--- src/rtl/uart_pkg.sv ---
// UART receiver shared definitions
// FSM encodings, oversampling constants and bit vote helper
package uart_pkg;

  localparam int OS_RATE = 16;
  localparam int OS_W    = 4;
  localparam int DIV_MIN = 4;

  localparam logic [OS_W-1:0] OS_S0   = 4'd7;
  localparam logic [OS_W-1:0] OS_S1   = 4'd8;
  localparam logic [OS_W-1:0] OS_S2   = 4'd9;
  localparam logic [OS_W-1:0] OS_LAST = 4'(OS_RATE - 1);

  typedef enum logic [2:0] {
    ST_IDLE,
    ST_START,
    ST_DATA,
    ST_PARITY,
    ST_STOP
  } rx_state_e;

  function automatic logic maj3(
    input logic a,
    input logic b,
    input logic c
  );
    return (a & b) | (a & c) | (b & c);
  endfunction

endpackage

--- src/rtl/uart_rx_param_if.sv ---
// Received-word handshake bundle
// master drives word and status, slave returns ready
interface uart_rx_param_if #(
  parameter int DATA_BITS = 8
);

  logic [DATA_BITS-1:0] dout;
  logic                 dout_valid;
  logic                 dout_ready;
  logic                 frame_err;
  logic                 parity_err;

  modport master (
    output dout,
    output dout_valid,
    output frame_err,
    output parity_err,
    input  dout_ready
  );

  modport slave (
    input  dout,
    input  dout_valid,
    input  frame_err,
    input  parity_err,
    output dout_ready
  );

endinterface

--- src/rtl/uart_os_tick.sv ---
// Oversample tick generator
// one-cycle tick every div clocks, restarted by clear
module uart_os_tick #(
  parameter int DIV_W = 16
) (
  input  logic             clk,
  input  logic             arst,
  input  logic             clear,
  input  logic [DIV_W-1:0] div,
  output logic             tick
);

  logic [DIV_W-1:0] cnt;

  assign tick = !clear && (cnt == div - 1'b1);

  always_ff @(posedge clk or posedge arst) begin
    if (arst) begin
      cnt <= '0;
    end else if (clear || tick) begin
      cnt <= '0;
    end else begin
      cnt <= cnt + 1'b1;
    end
  end

endmodule

--- src/rtl/uart_rx_param.sv ---
// UART receiver, parameterized frame format, 16x oversampled
// majority-voted bits, single-entry output holding register
module uart_rx_param
  import uart_pkg::*;
#(
  parameter int DATA_BITS  = 8,
  parameter int PARITY_EN  = 0,
  parameter int PARITY_ODD = 0,
  parameter int STOP_BITS  = 1,
  parameter int DIV_W      = 16
) (
  input  logic             clk,
  input  logic             arst,
  input  logic             rx_en,
  input  logic             RX,
  input  logic [DIV_W-1:0] div,
  output logic             overrun,
  output logic             busy,
  uart_rx_param_if.master  rx_if
);

  localparam int IDX_W = $clog2(DATA_BITS);
  localparam logic ODD = (PARITY_ODD != 0);
  localparam logic [DIV_W-1:0] DMIN = DIV_W'(DIV_MIN);
  localparam logic [IDX_W-1:0] LAST_D = IDX_W'(DATA_BITS - 1);
  localparam logic [IDX_W-1:0] LAST_S = IDX_W'(STOP_BITS - 1);

  rx_state_e state, state_nx;

  logic rx_s1, rx_s2, rx_d, fall;
  logic [DIV_W-1:0] div_q;
  logic clear, tick;
  logic [OS_W-1:0] os_cnt;
  logic smp7, smp8, maj, at9, at15;
  logic [IDX_W-1:0] idx;
  logic idx_clr, idx_inc, last_data, last_stop;
  logic [DATA_BITS-1:0] shreg, dout_q;
  logic par_bit, ferr_acc, perr;
  logic done, take;
  logic valid_q, ferr_q, perr_q, ovr_q;

  always_ff @(posedge clk or posedge arst) begin
    if (arst) begin
      rx_s1 <= 1'b1;
      rx_s2 <= 1'b1;
      rx_d  <= 1'b1;
    end else begin
      rx_s1 <= RX;
      rx_s2 <= rx_s1;
      rx_d  <= rx_s2;
    end
  end

  assign fall = rx_d & ~rx_s2;

  uart_os_tick #(
    .DIV_W(DIV_W)
  ) u_tick (
    .clk  (clk),
    .arst (arst),
    .clear(clear),
    .div  (div_q),
    .tick (tick)
  );

  assign at9  = tick && (os_cnt == OS_S2);
  assign at15 = tick && (os_cnt == OS_LAST);
  assign maj  = maj3(smp7, smp8, rx_s2);

  assign last_data = (idx == LAST_D);
  assign last_stop = (idx == LAST_S);

  always_ff @(posedge clk or posedge arst) begin
    if (arst) begin
      state <= ST_IDLE;
    end else begin
      state <= state_nx;
    end
  end

  always_comb begin
    state_nx = state;
    clear    = 1'b0;
    idx_clr  = 1'b0;
    idx_inc  = 1'b0;
    done     = 1'b0;
    unique case (state)
      ST_IDLE: begin
        clear   = 1'b1;
        idx_clr = 1'b1;
        if (rx_en && fall) begin
          state_nx = ST_START;
        end
      end
      ST_START: begin
        if (at9 && maj) begin
          state_nx = ST_IDLE;
        end else if (at15) begin
          state_nx = ST_DATA;
        end
      end
      ST_DATA: begin
        if (at15 && last_data) begin
          idx_clr  = 1'b1;
          state_nx = (PARITY_EN != 0) ? ST_PARITY : ST_STOP;
        end else if (at15) begin
          idx_inc = 1'b1;
        end
      end
      ST_PARITY: begin
        if (at15) begin
          state_nx = ST_STOP;
        end
      end
      ST_STOP: begin
        // frame ends at the last stop vote so the next start edge is caught
        if (at9 && last_stop) begin
          done     = 1'b1;
          state_nx = ST_IDLE;
        end else if (at15) begin
          idx_inc = 1'b1;
        end
      end
      default: state_nx = ST_IDLE;
    endcase
  end

  always_ff @(posedge clk or posedge arst) begin
    if (arst) begin
      div_q    <= DMIN;
      os_cnt   <= '0;
      smp7     <= 1'b1;
      smp8     <= 1'b1;
      idx      <= '0;
      shreg    <= '0;
      par_bit  <= 1'b0;
      ferr_acc <= 1'b0;
    end else begin
      if (state == ST_IDLE && state_nx == ST_START) begin
        div_q <= (div < DMIN) ? DMIN : div;
      end
      if (clear) begin
        os_cnt <= '0;
      end else if (tick) begin
        os_cnt <= os_cnt + 1'b1;
      end
      if (tick && os_cnt == OS_S0) begin
        smp7 <= rx_s2;
      end
      if (tick && os_cnt == OS_S1) begin
        smp8 <= rx_s2;
      end
      if (idx_clr) begin
        idx <= '0;
      end else if (idx_inc) begin
        idx <= idx + 1'b1;
      end
      if (state == ST_DATA && at9) begin
        shreg <= {maj, shreg[DATA_BITS-1:1]};
      end
      if (state == ST_PARITY && at9) begin
        par_bit <= maj;
      end
      if (clear) begin
        ferr_acc <= 1'b0;
      end else if (state == ST_STOP && at9 && !maj) begin
        ferr_acc <= 1'b1;
      end
    end
  end

  assign perr = (PARITY_EN != 0) ? ((^shreg) ^ par_bit ^ ODD) : 1'b0;

  // a word consumed in the completion cycle makes room for the new one
  assign take = done && (!valid_q || rx_if.dout_ready);

  always_ff @(posedge clk or posedge arst) begin
    if (arst) begin
      dout_q  <= '0;
      valid_q <= 1'b0;
      ferr_q  <= 1'b0;
      perr_q  <= 1'b0;
      ovr_q   <= 1'b0;
    end else begin
      ovr_q <= done && valid_q && !rx_if.dout_ready;
      if (take) begin
        dout_q  <= shreg;
        ferr_q  <= ferr_acc | ~maj;
        perr_q  <= perr;
        valid_q <= 1'b1;
      end else if (valid_q && rx_if.dout_ready) begin
        valid_q <= 1'b0;
      end
    end
  end

  assign rx_if.dout       = dout_q;
  assign rx_if.dout_valid = valid_q;
  assign rx_if.frame_err  = ferr_q;
  assign rx_if.parity_err = perr_q;
  assign overrun          = ovr_q;
  assign busy             = (state != ST_IDLE);

endmodule

--- src/flat_wrapper.sv ---
// flat-port wrapper written by rule: the top's interface ports become plain ports
module uart_rx_param_flat import uart_pkg::*;
#(
  parameter int DATA_BITS  = 8,
  parameter int PARITY_EN  = 0,
  parameter int PARITY_ODD = 0,
  parameter int STOP_BITS  = 1,
  parameter int DIV_W      = 16
)
  (clk, arst, rx_en, RX, div, overrun, busy, rx_if_dout, rx_if_dout_valid, rx_if_frame_err, rx_if_parity_err, rx_if_dout_ready);
  uart_rx_param_if #(.DATA_BITS(DATA_BITS)) rx_if_i ();
  input  logic clk;
  input  logic arst;
  input  logic rx_en;
  input  logic RX;
  input  logic [DIV_W-1:0] div;
  output logic overrun;
  output logic busy;
  output wire logic [$bits(rx_if_i.dout)-1:0] rx_if_dout;
  output wire logic [$bits(rx_if_i.dout_valid)-1:0] rx_if_dout_valid;
  output wire logic [$bits(rx_if_i.frame_err)-1:0] rx_if_frame_err;
  output wire logic [$bits(rx_if_i.parity_err)-1:0] rx_if_parity_err;
  input wire logic [$bits(rx_if_i.dout_ready)-1:0] rx_if_dout_ready;
  assign rx_if_dout = rx_if_i.dout;
  assign rx_if_dout_valid = rx_if_i.dout_valid;
  assign rx_if_frame_err = rx_if_i.frame_err;
  assign rx_if_parity_err = rx_if_i.parity_err;
  assign rx_if_i.dout_ready = rx_if_dout_ready;
  uart_rx_param #(.DATA_BITS(DATA_BITS), .PARITY_EN(PARITY_EN), .PARITY_ODD(PARITY_ODD), .STOP_BITS(STOP_BITS), .DIV_W(DIV_W)) u_core (.clk(clk), .arst(arst), .rx_en(rx_en), .RX(RX), .div(div), .overrun(overrun), .busy(busy), .rx_if(rx_if_i));
endmodule
--- config.mk ---
export PLATFORM = sky130hd
export DESIGN_NAME = uart_rx_param_flat
export DESIGN_NICKNAME = d
export VERILOG_FILES = /design/src/rtl/uart_pkg.sv /design/src/rtl/uart_rx_param_if.sv /design/src/rtl/uart_os_tick.sv /design/src/rtl/uart_rx_param.sv /design/src/flat_wrapper.sv
export SDC_FILE = /design/constraint.sdc
export NUM_CORES = 1
export LEC_CHECK = 0
export BUFFER_PORTS_ARGS = -buffer_cell sky130_fd_sc_hd__buf_2
export CORE_MARGIN = 2
export CORE_UTILIZATION = 53
export DETAILED_ROUTE_END_ITERATION = 10
export GPL_ROUTABILITY_DRIVEN = 1
export PLACE_DENSITY = 0.84
export SLEW_MARGIN = 10
export SYNTH_ARGS = -nofsm -noshare
export SYNTH_HDL_FRONTEND = slang
export SYNTH_SLANG_ARGS = --single-unit
--- constraint.sdc ---
create_clock -name clk -period 2.95 [get_ports clk]
set_clock_uncertainty 0.1 [all_clocks]
set_input_delay 0.1475 -clock clk [delete_from_list [all_inputs] [get_ports clk]]
set_output_delay 0.1475 -clock clk [all_outputs]
set_load 0.02 [all_outputs]
# Word level (Yosys, flattened, before mapping)
# Cells that the tools add are included.
# word_totals
output_inout_bits	13
elab_cells	97
in_bits	21
latch_bits	0
mem_count	0
romBits	0
ramBits	0
regBits	67
# classes
n_mux	26
eq_ne	11
n_shift	0
n_addsub	4
bitwise_logic	9
mul	0
div_mod_pow	0
reduce_logical	30
n_lt_le_gt_ge	1
# ops
operator	count
$mux W16	2
$mux W3	8
$logic_and A1 B1 Y1	17
$add A16 B1 Y16 const B	1
$eq A16 B16 Y1	1
$lt A16 B3 Y1 const B	1
$sub A16 B1 Y16 const B	1
$pmux W3 S5	1
$eq A4 B4 Y1 const B	3
$mux W1	11
$mux W4	2
$reduce_bool A2 Y1	4
$eq A3 B1 Y1 const B	2
$eq A3 B2 Y1 const B	2
$eq A3 B3 Y1 const B	2
$logic_not A3 Y1	2
$add A4 B1 Y4 const B	1
$and A1 B1 Y1	4
$eq A4 B3 Y1 const B	1
$logic_not A1 Y1	4
$pmux W1 S2	2
$add A3 B1 Y3 const B	1
$or A1 B1 Y1	3
$reduce_bool A3 Y1	1
other kinds (2)	4

# Longest topological paths before layout
# Gate-level depths: netlist (run 1).
# logic_depth
depth_word	10
ltp_mapped	12

# By module
# From an unflattened synthesis (run 1), not the netlist that was laid out.
# hier_totals
hier_cells	338
area_unflattened_um2	3818.7
# modules_own_cells
mod	instances	cells_per_inst	area_each_um2
uart_rx_param	1	170	2275.9
uart_os_tick	1	168	1542.7

# Worst setup path after synthesis (run 1)
# No wires, ideal clock.
# synth_timing
path_type	reg-to-reg
from	reg u_core.div_q[0]
to	reg u_core.state[1]
path_stages_with_launch	12
synth_period_minus_slack_ns	3.034
required_ns	2.772
setup_slack_ns	-0.084
arrival_time_ns	2.857
setup_ns	0.078
cell_sequence	dfrtp_1 -> inv_1 -> ha_1 -> buf_2 -> nor3b_1 -> nand4b_1 -> nor4_1 -> a211oi_1 -> or4_1 -> clkbuf_1 -> or4_1 -> a21oi_1
# synth_between
elab_chain_len	7
word_cells_on_any_way	14
classes_between	1 x add/sub; 1 x eq/ne; 6 x mux; 6 x reduce/logical
# synth_rtl
item	line	text
from (decl)	uart_rx_param.sv:31	logic [DIV_W-1:0] div_q;
from (signal assigned)	uart_rx_param.sv:140	div_q <= (div < DMIN) ? DMIN : div;
$sub A16 B1 Y16 *	uart_os_tick.sv:15	assign tick = !clear && (cnt == div - 1'b1);
$eq A16 B16 Y1 *	uart_os_tick.sv:15	
$logic_and A1 B1 Y1 *	uart_os_tick.sv:15	
$logic_and A1 B1 Y1, on equally long branches	uart_rx_param.sv:67, uart_rx_param.sv:66	
$mux W3 (tied with other cells)	uart_rx_param.sv:98	end else if (at15) begin
$mux W3, on equally long branches	uart_rx_param.sv:96, uart_rx_param.sv:103, uart_rx_param.sv:117	
$pmux W3 S5 *	uart_rx_param.sv:87	unique case (state)
named net u_core.state_nx[1]	uart_rx_param.sv:28	rx_state_e state, state_nx;
to (signal assigned)	uart_rx_param.sv:77	state <= state_nx;
to (decl)	uart_rx_param.sv:28	
# The timed path passes the listed nets; every way through them passes the cells marked *.
# A chain may end at the register's enable or synchronous reset.

# Worst setup path after layout (run 1)
# layout_timing
from	reg u_core.div_q[5]
to	reg u_core.shreg[6]
# layout_between
elab_chain_len	5
# layout_rtl
item	line	text
$sub A16 B1 Y16	uart_os_tick.sv:15	
$eq A16 B16 Y1	uart_os_tick.sv:15	
$logic_and A1 B1 Y1	uart_os_tick.sv:15	
$logic_and A1 B1 Y1	uart_rx_param.sv:66	assign at9 = tick && (os_cnt == OS_S2);
$logic_and A1 B1 Y1	uart_rx_param.sv:158	if (state == ST_DATA && at9) begin
to (signal assigned)	uart_rx_param.sv:159	shreg <= {maj, shreg[DATA_BITS-1:1]};
to (decl)	uart_rx_param.sv:37	logic [DATA_BITS-1:0] shreg, dout_q;
# No other way between the ends.

==> results.py, run 1 <==
metrics = {
    "run": {
        "drv_cap": 0,
    },
    "cells_and_area": {
        "fin_area_um2": 4730,
        "area_growth_pct": 31.7,
        "fin_nets": 465,
        "post-route-util_pct": 73.2,
        "drive_gt1_share_pct": 36.1,
        "layout_common_cells": "dfrtp_1 (59), buf_4 (36), nor2_1 (34)",
        "layout_commonest_cell": "dfrtp_1",
        "fin_cells": 519,
    },
    "status": {
        "status": "finished clean",
    },
    "setup_path": {
        "r2r_start": "u_core.div_q[5]$_DFFE_PP0P_",
        "r2r_cells": 11,
        "worst_ep_required_time_ns": 3.08,
        "startpoint": "u_core.div_q[5]$_DFFE_PP0P_",
        "regToRegEndpoint": "u_core.shreg[6]$_DFFE_PP0P_",
        "critPathCaptureType": "flop",
        "worst_ep_arrival_time_ns": 3.06,
        "crit_end": "u_core.shreg[6]$_DFFE_PP0P_",
        "worstSetupStartpointType": "flop",
        "critPathKind": "flop to flop",
        "reg2reg_slack_ns": 0.01,
        "path_max_fanout": 8,
    },
    "yosys": {
        "postSynth.asyncResetShare_pct": 100,
        "synth_top_area_share_pct": 42.5,
        "synthTopCellsByArea": "dfrtp_1 (43%), mux2_2 (10%), dfstp_2 (4.4%), xnor2_1 (4.1%), xor2_1 (3.9%)",
        "synth_edf_count": 0,
        "synth_nets": 373,
        "synth.cell_area_um2": 3590,
        "ys_warn_count": 0,
        "yosysSeqAreaShare_pct": 46.9,
        "synthDistinctLibCells": 49,
        "postSynthAreaPerCell_um2": 10.4,
        "ys_ff_latch": 67,
        "syn_inst": 344,
        "synth_flop_cell": "dfrtp_1",
        "synth_top_cell_by_area": "dfrtp_1",
    },
    "timing": {
        "clock.fmax_mhz": 340,
        "setup_tns_ns": 0,
        "hold_viol_final": 0,
        "slew_viol_final": 0,
        "worst_pin_slew_ns": 0.702,
        "fin_crit_ns": 2.94,
        "timing.final.crit_share_pct": 99.6,
        "finalSetupViolations": 0,
        "whs_ns": 0.260,
        "rsz0062_at_grt": "yes",
        "slew_headroom_pct": 52.7,
    },
    "min_path": {
        "hold_path.class": "flop to flop",
    },
    "routing": {
        "wl_um": 9310,
        "drc_errors": 0,
        "vias_per_cell": 5.88,
        "initialDrtViolationCount": 257,
        "post_drt_wl_per_cell_um": 17.9,
        "drtPass1Iterations": 4,
        "drtAntennaViolNets": 0,
        "num_vias": 3051,
    },
    "clock_network": {
        "clk_path_buf_depth": 2,
        "clk_pin_slew_worst_paths_ns": 0.08,
        "cts_sinks": 67,
        "cts-root-buf": "clkbuf_8",
        "h-tree-depth": 3,
        "insertion_delay_ns": 0.35,
        "numCtsBuffers": 9,
        "cts_tree": "built",
    },
    "grt": {
        "grt_max_degree": 27,
        "grt_pass1_wl_um": 14400,
        "antenna_found_initial": 1,
        "grt.overflow.total": 0,
        "grt_pass1_vias": 3103,
        "grtUsageTotal_pct": 24.8,
    },
    "floorplanning": {
        "die_x_um": 86.3,
        "io-pin-count": 34,
        "initial_core_util_pct": 55.6,
        "fp.dieArea_um2": 7450,
        "coreArea_um2": 6460,
        "num_rows": 29,
        "fp.dieH_um": 86.3,
    },
    "placed_design": {
        "placed_cell_area_um2": 4060,
        "io_buffers": 32,
        "hpwl_um": 5680,
        "finalWeightedCongestion": 0.890,
        "dp_cells": 472,
    },
    "power_and_ir_drop": {
        "p_leak_nw": 2.15,
        "power_density_nw_per_um2": 587,
        "peakVddDrop_uv": 460,
    },
}
[cells in the mapped netlist, types with 2 or more instances]
master,n
nand2b_1,6
a211oi_1,2
ha_1,8
a21oi_1,8
clkbuf_1,8
or4_1,3
o22ai_1,3
buf_2,3
and3_1,7
nand3b_1,4
xor2_1,16
a22oi_1,3
inv_1,12
nor2b_1,2
mux2i_1,2
o31ai_1,3
dfstp_2,6
xnor2_1,17
o21ai_0,10
o21bai_1,2
dfrtp_1,61
nor4b_1,4
nor3b_1,2
mux2_2,33
nor3_2,2
nand2_1,20
or3_1,2
nand4_1,8
nor4_4,2
nand3_1,18
nor2_1,34
nor3_1,5
a21o_1,2
and2_1,3
nor4_1,9
[through the flow]
step	total power [mW]	worst slack, ns
finish	2.78	0.0118
global route	2.90	-0.134
CTS	2.64	0.0247
detailed placement	1.79	-0.173
global placement	1.76	-0.0495
floorplan	1.55	0.0241
[repair_timing]
item,4_1_cts,5_1_grt
setup endpoints to repair,39,40
cloned,0,1
hold endpoints to repair,39,0
resized for setup,7,29
pin swaps,0,8
hold buffers,19,0
buffers inserted,0,11
[report_power, final]
group	internal [mW]	total [mW]	leakage [nW]	switching, mW
Combinational	0.417	0.810	1.16	0.394
Sequential	1.01	1.15	0.883	0.141
Clock	0.440	0.813	0.106	0.374
[routing by layer]
| layer | vias up | GRT usage, % | routed length (um) |
|---|---|---|---|
| li1 | 1407 | - | - |
| met1 | 1525 | 30.2 | 3870 |
| met2 | 93 | 43.6 | 4800 |
| met3 | 26 | 4.00 | 347 |
| met4 | 0 | 11.1 | 295 |
| met5 | - | 0 | 0 |
[final cells by class]
type                    count  area [um2]
multi-input cells         253        1990
clock buffers              11         151
diodes                      1        2.50
well taps                  77        96.3
fillers                   400        1730
repair buffers             93         697
inverters                  12        45.0
flip-flops and latches     67        1690
clock inverters             5        60.1
[sequential cells by signal (all words and copies together) (netlist names)]
register,count
u_core.rx_s1,1
u_core.overrun,1
u_core.smp8,1
u_core.os_cnt,4
u_core.rx_if.frame_err,1
u_core.idx,3
u_core.rx_s2,1
u_core.smp7,1
u_core.state,3
u_core.div_q,16
u_core.rx_if.dout_valid,1
u_core.u_tick.cnt,16
u_core.rx_if.dout,8
u_core.ferr_acc,1
u_core.rx_d,1
u_core.shreg,8
[worst min-delay path by stage]
stage,from,end,slack [ns],depth (start not counted)
5_1_grt,u_core.rx_s1$_DFF_PP1_,u_core.rx_s2$_DFF_PP1_,0.27,0
3_5_place_dp,arst,u_core.div_q[13]$_DFFE_PP0P_,0.11,2
6_report,u_core.rx_s1$_DFF_PP1_,u_core.rx_s2$_DFF_PP1_,0.26,0
4_1_cts,u_core.rx_s1$_DFF_PP1_,u_core.rx_s2$_DFF_PP1_,0.26,0
2_1_floorplan,RX,u_core.rx_s1$_DFF_PP1_,0.05,0
3_3_place_gp,arst,u_core.div_q[14]$_DFFE_PP0P_,0.1,2
[worst max-delay path, cell delays in order, from the launching register on]
cell	delay, ns
dfrtp_2	0.47
nor4_4	0.31
nand4_1	0.26
buf_4	0.23
mux2i_4	0.19
a211oi_4	0.06
buf_4	0.17
nor4_4	0.26
buf_4	0.19
nand4_1	0.11
buf_6	0.18
mux2_2	0.28
[cells by family after synthesis]
family / synth area share, %
and+or+nand+nor: 21.2
DFF: 46.9
AOI/OAI and AO/OA: 6.66
muxes: 11.2
xor gates and xnor gates: 8.05
buffers and inverters: 2.72
adders and majority gates: 3.07
other: 0.105
(Power assumes the default switching activity.)
==> run 2: changes to the inputs <==
--- a/config.mk
+++ b/config.mk
@@ -6,10 +6,10 @@
 export NUM_CORES = 1
 export LEC_CHECK = 0
 export BUFFER_PORTS_ARGS = -buffer_cell sky130_fd_sc_hd__buf_2
-export CORE_MARGIN = 2
 export CORE_UTILIZATION = 53
 export DETAILED_ROUTE_END_ITERATION = 10
 export GPL_ROUTABILITY_DRIVEN = 1
+export HOLD_SLACK_MARGIN = 0.03
 export PLACE_DENSITY = 0.84
 export SLEW_MARGIN = 10
 export SYNTH_ARGS = -nofsm -noshare
==> run 2 against run 1 <==
Setup slack lost 0.0042 ns. Global-route usage grew 1.6 points. Register-to-register slack is essentially flat. Die area shrank 4.6%. Largest power group unchanged. Critical endpoint is now u_core.smp7$_DFFE_PP1P_. First-iteration DRC count shrank 20%. Clock power shrank 3.8%. Combinational power shrank 4.0%. Highest routed layer unchanged. Wire length shrank 4.9%. The flow now finishes with violations (DRC). Via count shrank 1.1%. Final cell count shrank 0.77%.
==> results.py, run 2 (synthesized netlist as in run 1, its figures left out) <==
metrics = {
    "timing": {
        "slew_viol_final": 0,
        "clock.fmax_mhz": 340,
        "finalSetupViolations": 0,
        "slew_headroom_pct": 51.0,
        "fin_crit_ns": 2.94,
        "whs_ns": 0.258,
        "worst_pin_slew_ns": 0.729,
        "hold_viol_final": 0,
        "rsz0062_at_grt": "yes",
        "timing.final.crit_share_pct": 99.7,
    },
    "clock_network": {
        "insertion_delay_ns": 0.36,
        "h-tree-depth": 3,
        "numCtsBuffers": 9,
        "cts_tree": "built",
        "clk_pin_slew_worst_paths_ns": 0.08,
        "cts_sinks": 67,
        "clk_path_buf_depth": 2,
        "cts-root-buf": "clkbuf_8",
    },
    "min_path": {
        "hold_path.class": "flop to flop",
    },
    "status": {
        "violations": "DRC",
        "status": "finished, violations left",
    },
    "floorplanning": {
        "coreArea_um2": 6460,
        "fp.dieH_um": 84.3,
        "num_rows": 29,
        "io-pin-count": 34,
        "initial_core_util_pct": 55.6,
        "fp.dieArea_um2": 7100,
        "die_x_um": 84.3,
    },
    "grt": {
        "grt.overflow.total": 0,
        "antenna_found_initial": 0,
        "grtUsageTotal_pct": 26.4,
        "grt_pass1_vias": 3106,
        "grt_pass1_wl_um": 14600,
        "grt_max_degree": 30,
    },
    "setup_path": {
        "path_max_fanout": 3,
        "worstSetupStartpointType": "flop",
        "critPathKind": "flop to flop",
        "worst_ep_required_time_ns": 3.14,
        "critPathCaptureType": "flop",
        "reg2reg_slack_ns": 0.008,
        "worst_ep_arrival_time_ns": 3.13,
    },
    "power_and_ir_drop": {
        "power_density_nw_per_um2": 579,
        "p_total_mw": 2.71,
        "p_leak_nw": 2.15,
        "peakVddDrop_uv": 409,
    },
    "placed_design": {
        "placed_cell_area_um2": 4050,
        "io_buffers": 32,
        "hpwl_um": 5720,
        "dp_cells": 471,
        "finalWeightedCongestion": 0.867,
    },
    "cells_and_area": {
        "layout_common_cells": "dfrtp_1 (60), nor2_1 (34), buf_4 (34)",
        "drive_gt1_share_pct": 36.1,
        "fin_nets": 462,
        "n_fill_cell": 403,
        "fin_area_um2": 4680,
        "layout_commonest_cell": "dfrtp_1",
        "n_antenna_cell": 0,
        "fin_cells": 515,
        "top_regs": "u_core.div_q: 16 flops, u_core.u_tick.cnt: 16 flops",
        "post-route-util_pct": 72.5,
        "area_growth_pct": 30.5,
    },
    "routing": {
        "num_vias": 3017,
        "wl_um": 8860,
        "vias_per_cell": 5.86,
        "post_drt_wl_per_cell_um": 17.2,
        "initialDrtViolationCount": 205,
        "drtAntennaViolNets": 0,
        "drc_errors": 4,
        "drtPass1Iterations": 8,
    },
    "run": {
        "drv_cap": 0,
    },
}
==> run 2: layer usage <==
metal / vias up / global-route usage (%) / part of all wire [%]
li1: 1403 / - / -
met1: 1499 / 33.1 / 43
met2: 94 / 45.8 / 51
met3: 21 / 4.23 / 3.5
met4: 0 / 10.5 / 2.4
met5: - / 0 / 0
==> run 2: what timing repair did <==
item | 4_1_cts | 5_1_grt
resized for setup | 7 | 28
hold buffers | 19 | 0
pin swaps | 4 | 11
setup endpoints to repair | 25 | 25
hold endpoints to repair | 42 | 0
setup buffers | 2 | 7
==> run 2: area by class of cell <==
type	instances	area, um2	area share [%]
Multi-Input combinational cell	253	1990	42.4
Timing Repair Buffer	90	671	14.3
Clock buffer	9	124	2.65
Clock inverter	7	73.8	1.58
Sequential cell	67	1690	36.0
Tap cell	77	96.3	2.06
Inverter	12	45.0	0.962
==> run 2: metrics by stage <==
stage | worst slack, ns | TNS, ns
2_1_floorplan | 0.0241 | 0
3_5_place_dp | -0.159 | -1.07
3_3_place_gp | -0.0446 | -0.0907
6_report | 0.00758 | 0
5_1_grt | -0.105 | -1.45
4_1_cts | 0.0104 | 0
==> run 2: worst paths after layout <==
kind | start | end | cells after the start
worst max-delay path | u_core.div_q[1]$_DFFE_PP0P_ | u_core.smp7$_DFFE_PP1P_ | 14
worst min-delay path | u_core.rx_s1$_DFF_PP1_ | u_core.rx_s2$_DFF_PP1_ | 0
worst max register to register | u_core.div_q[1]$_DFFE_PP0P_ | u_core.smp7$_DFFE_PP1P_ | 14
worst min register to register | u_core.rx_s1$_DFF_PP1_ | u_core.rx_s2$_DFF_PP1_ | 0
max in group asynchronous | arst | u_core.div_q[2]$_DFFE_PP1P_ | 4
min in group asynchronous | arst | u_core.div_q[12]$_DFFE_PP0P_ | 3
==> run 2: worst max-delay path: stages, from the launching register on <==
cell and delay (ns):
dfrtp_1 0.39, buf_4 0.13, buf_4 0.14, nor3_4 0.21
nand4_1 0.13, buf_4 0.18, mux2_2 0.30, a211oi_4 0.27
buf_6 0.15, nor4_4 0.04, buf_4 0.16, buf_4 0.13
buf_4 0.13, nand4_1 0.09, mux2_2 0.33
==> run 2: where the power goes <==
part           switching (mW)  internal, mW  total [mW]
Clock                   0.388         0.394       0.782
Combinational           0.372         0.406       0.778
Sequential              0.141          1.01        1.15
Total                   0.901          1.81        2.71
==> run 3: changes to the inputs <==
--- a/config.mk
+++ b/config.mk
@@ -11,6 +11,7 @@
 export GPL_ROUTABILITY_DRIVEN = 1
 export HOLD_SLACK_MARGIN = 0.03
 export PLACE_DENSITY = 0.84
+export SKIP_LAST_GASP = 1
 export SLEW_MARGIN = 10
 export SYNTH_ARGS = -nofsm -noshare
 export SYNTH_HDL_FRONTEND = slang
==> constraint.sdc (replaced) <==
create_clock -name clk -period 2.95 [get_ports clk]
set_clock_uncertainty 0.1 [all_clocks]
set_input_delay 0.4425 -clock clk [delete_from_list [all_inputs] [get_ports clk]]
set_output_delay 0.4425 -clock clk [all_outputs]
set_load 0.02 [all_outputs]
==> run 3 against run 2 <==
The run still ends with DRC left. Core utilization fell by 4.1 points. Global-route usage fell by 2.8 points. Setup slack improved by 0.0054 ns. Sequential power barely moved. Hold slack got worse by 0.21 ns. Power fell by 3.2%. Die area did not move. Critical path type unchanged. Highest routed layer unchanged.
==> results.py, run 3 (synthesized netlist as in run 1, its figures left out) <==
metrics = {
    "min_path": {
        "hold_path.class": "input port to async pin",
    },
    "clock_network": {
        "cts-root-buf": "clkbuf_8",
        "clk_pin_slew_worst_paths_ns": 0.08,
        "insertion_delay_ns": 0.35,
        "cts_tree": "built",
        "clk_path_buf_depth": 2,
        "cts_sinks": 67,
        "h-tree-depth": 3,
        "numCtsBuffers": 9,
    },
    "setup_path": {
        "path_max_fanout": 7,
        "critPathSlowestCell": "or4_4",
        "r2r_start": "u_core.div_q[3]$_DFFE_PP0P_",
        "worst_ep_required_time_ns": 3.13,
        "worstSetupStartpointType": "flop",
        "r2r_cells": 7,
        "cpPeakStageDelay_ns": 0.64,
        "worstPathCellList": "nor3_4 -> a21oi_1 -> nor4b_4 -> nand4_1 -> or4_4 -> or4_4 -> a21oi_2",
        "cp_num_buf_inv": 0,
        "regToRegEndpoint": "u_core.state[1]$_DFF_PP0_",
        "crit_cells": 7,
        "cp_common_cell": "or4_4",
        "startpoint": "u_core.div_q[3]$_DFFE_PP0P_",
        "critPathKind": "flop to flop",
        "worst_ep_arrival_time_ns": 3.11,
        "reg2reg_slack_ns": 0.01,
        "critPathCaptureType": "flop",
        "crit_family": "simple AND/OR/NAND/NOR gates",
    },
    "grt": {
        "grt.overflow.total": 0,
        "antenna_found_initial": 0,
        "grtUsageTotal_pct": 23.6,
        "grt_pass1_vias": 2821,
        "grt_pass1_wl_um": 13000,
        "grt_max_degree": 42,
    },
    "timing": {
        "fin_crit_ns": 2.94,
        "finalSetupViolations": 0,
        "worst_pin_slew_ns": 0.615,
        "hold_viol_final": 0,
        "setup_tns_ns": 0,
        "rsz0062_at_grt": "yes",
        "clock.fmax_mhz": 340,
        "slew_viol_final": 0,
        "slew_headroom_pct": 58.6,
        "timing.final.crit_share_pct": 99.6,
    },
    "run": {
        "drv_cap": 0,
    },
    "placed_design": {
        "io_buffers": 32,
        "hpwl_um": 5580,
        "finalWeightedCongestion": 0.893,
    },
    "routing": {
        "num_vias": 2971,
        "vias_per_cell": 6.10,
        "drc_errors": 4,
        "drtAntennaViolNets": 0,
        "initialDrtViolationCount": 275,
        "drtPass1Iterations": 8,
        "post_drt_wl_per_cell_um": 17.3,
        "wl_um": 8450,
    },
    "floorplanning": {
        "fp.dieH_um": 84.3,
        "num_rows": 29,
        "io-pin-count": 34,
        "fp.dieArea_um2": 7100,
        "die_x_um": 84.3,
        "initial_core_util_pct": 55.6,
        "coreArea_um2": 6460,
    },
    "cells_and_area": {
        "area_growth_pct": 23.0,
        "layout_common_cells": "dfrtp_1 (59), nor2_1 (34), mux2_2 (33)",
        "n_fill_cell": 448,
        "fin_nets": 434,
        "top_regs": "u_core.div_q: 16 flops, u_core.u_tick.cnt: 16 flops",
        "multiInputGateArea_um2": 1980,
        "layout_commonest_cell": "dfrtp_1",
        "register_area_um2": 1690,
        "n_antenna_cell": 0,
        "post-route-util_pct": 68.3,
        "drive_gt1_share_pct": 36.6,
    },
    "status": {
        "violations": "DRC",
        "status": "finished, violations left",
    },
    "power_and_ir_drop": {
        "power_density_nw_per_um2": 594,
        "peakVddDrop_uv": 416,
        "p_leak_nw": 2.00,
    },
}
## run 3: worst reg2reg max path, stage by stage (launching register included)
cell and delay [ns]:
dfrtp_2 0.49, nor3_4 0.32, a21oi_1 0.17, nor4b_4 0.30, nand4_1 0.18, or4_4 0.64
or4_4 0.54, a21oi_2 0.14
## run 3: metrics by stage
stage	instance area, um2	setup slack [ns]	instances	power, mW	hold WS, ns
6_report	4410	0.0130	487	2.62	0.0464
5_1_grt	4410	-0.0562	487	2.75	0.0789
4_1_cts	4220	0.00523	482	2.47	0.0540
3_5_place_dp	4030	-0.141	466	1.76	0.250
3_3_place_gp	4030	0.0129	466	1.73	0.250
2_1_floorplan	3610	0.0241	344	1.55	0.245
## run 3: how the worst max path moves through the flow
| stage | end | slack [ns] |
|---|---|---|
| 2_1_floorplan | u_core.state[1]$_DFF_PP0_ | 0.02 |
| 3_3_place_gp | u_core.os_cnt[3]$_DFFE_PP0N_ | 0.01 |
| 3_5_place_dp | u_core.smp8$_DFFE_PP1P_ | -0.14 |
| 4_1_cts | u_core.state[1]$_DFF_PP0_ | 0.005 |
| 5_1_grt | u_core.state[1]$_DFF_PP0_ | -0.06 |
| 6_report | u_core.state[1]$_DFF_PP0_ | 0.01 |
## run 3: routing by layer
layer  GRT usage (%)  vias up  part of all wire [%]
met2            39.3      130                    50
met4            13.8        0                   3.1
met1            29.0     1465                    42
met3            4.13       30                   4.9
met5               0        -                     0
li1                -     1346                     -
## run 3: where the power goes
group          switching (mW)  internal [mW]
clock network           0.357          0.325
logic                   0.388          0.389
registers               0.152           1.01
## run 3: layout make-up
| class | count | share of cell area, % |
|---|---|---|
| Multi-Input combinational cell | 253 | 44.8 |
| Timing Repair Buffer | 62 | 9.75 |
| Clock buffer | 10 | 3.12 |
| Sequential cell | 67 | 38.2 |
| Clock inverter | 6 | 0.935 |
| Inverter | 12 | 1.02 |
| Tap cell | 77 | 2.18 |
## run 3: timing repair
item | 4_1_cts | 5_1_grt
endpoints found under the setup margin | 41 | 42
pin swaps | 0 | 14
setup buffers | 0 | 5
resized for setup | 3 | 29
hold buffers | 0 | 0
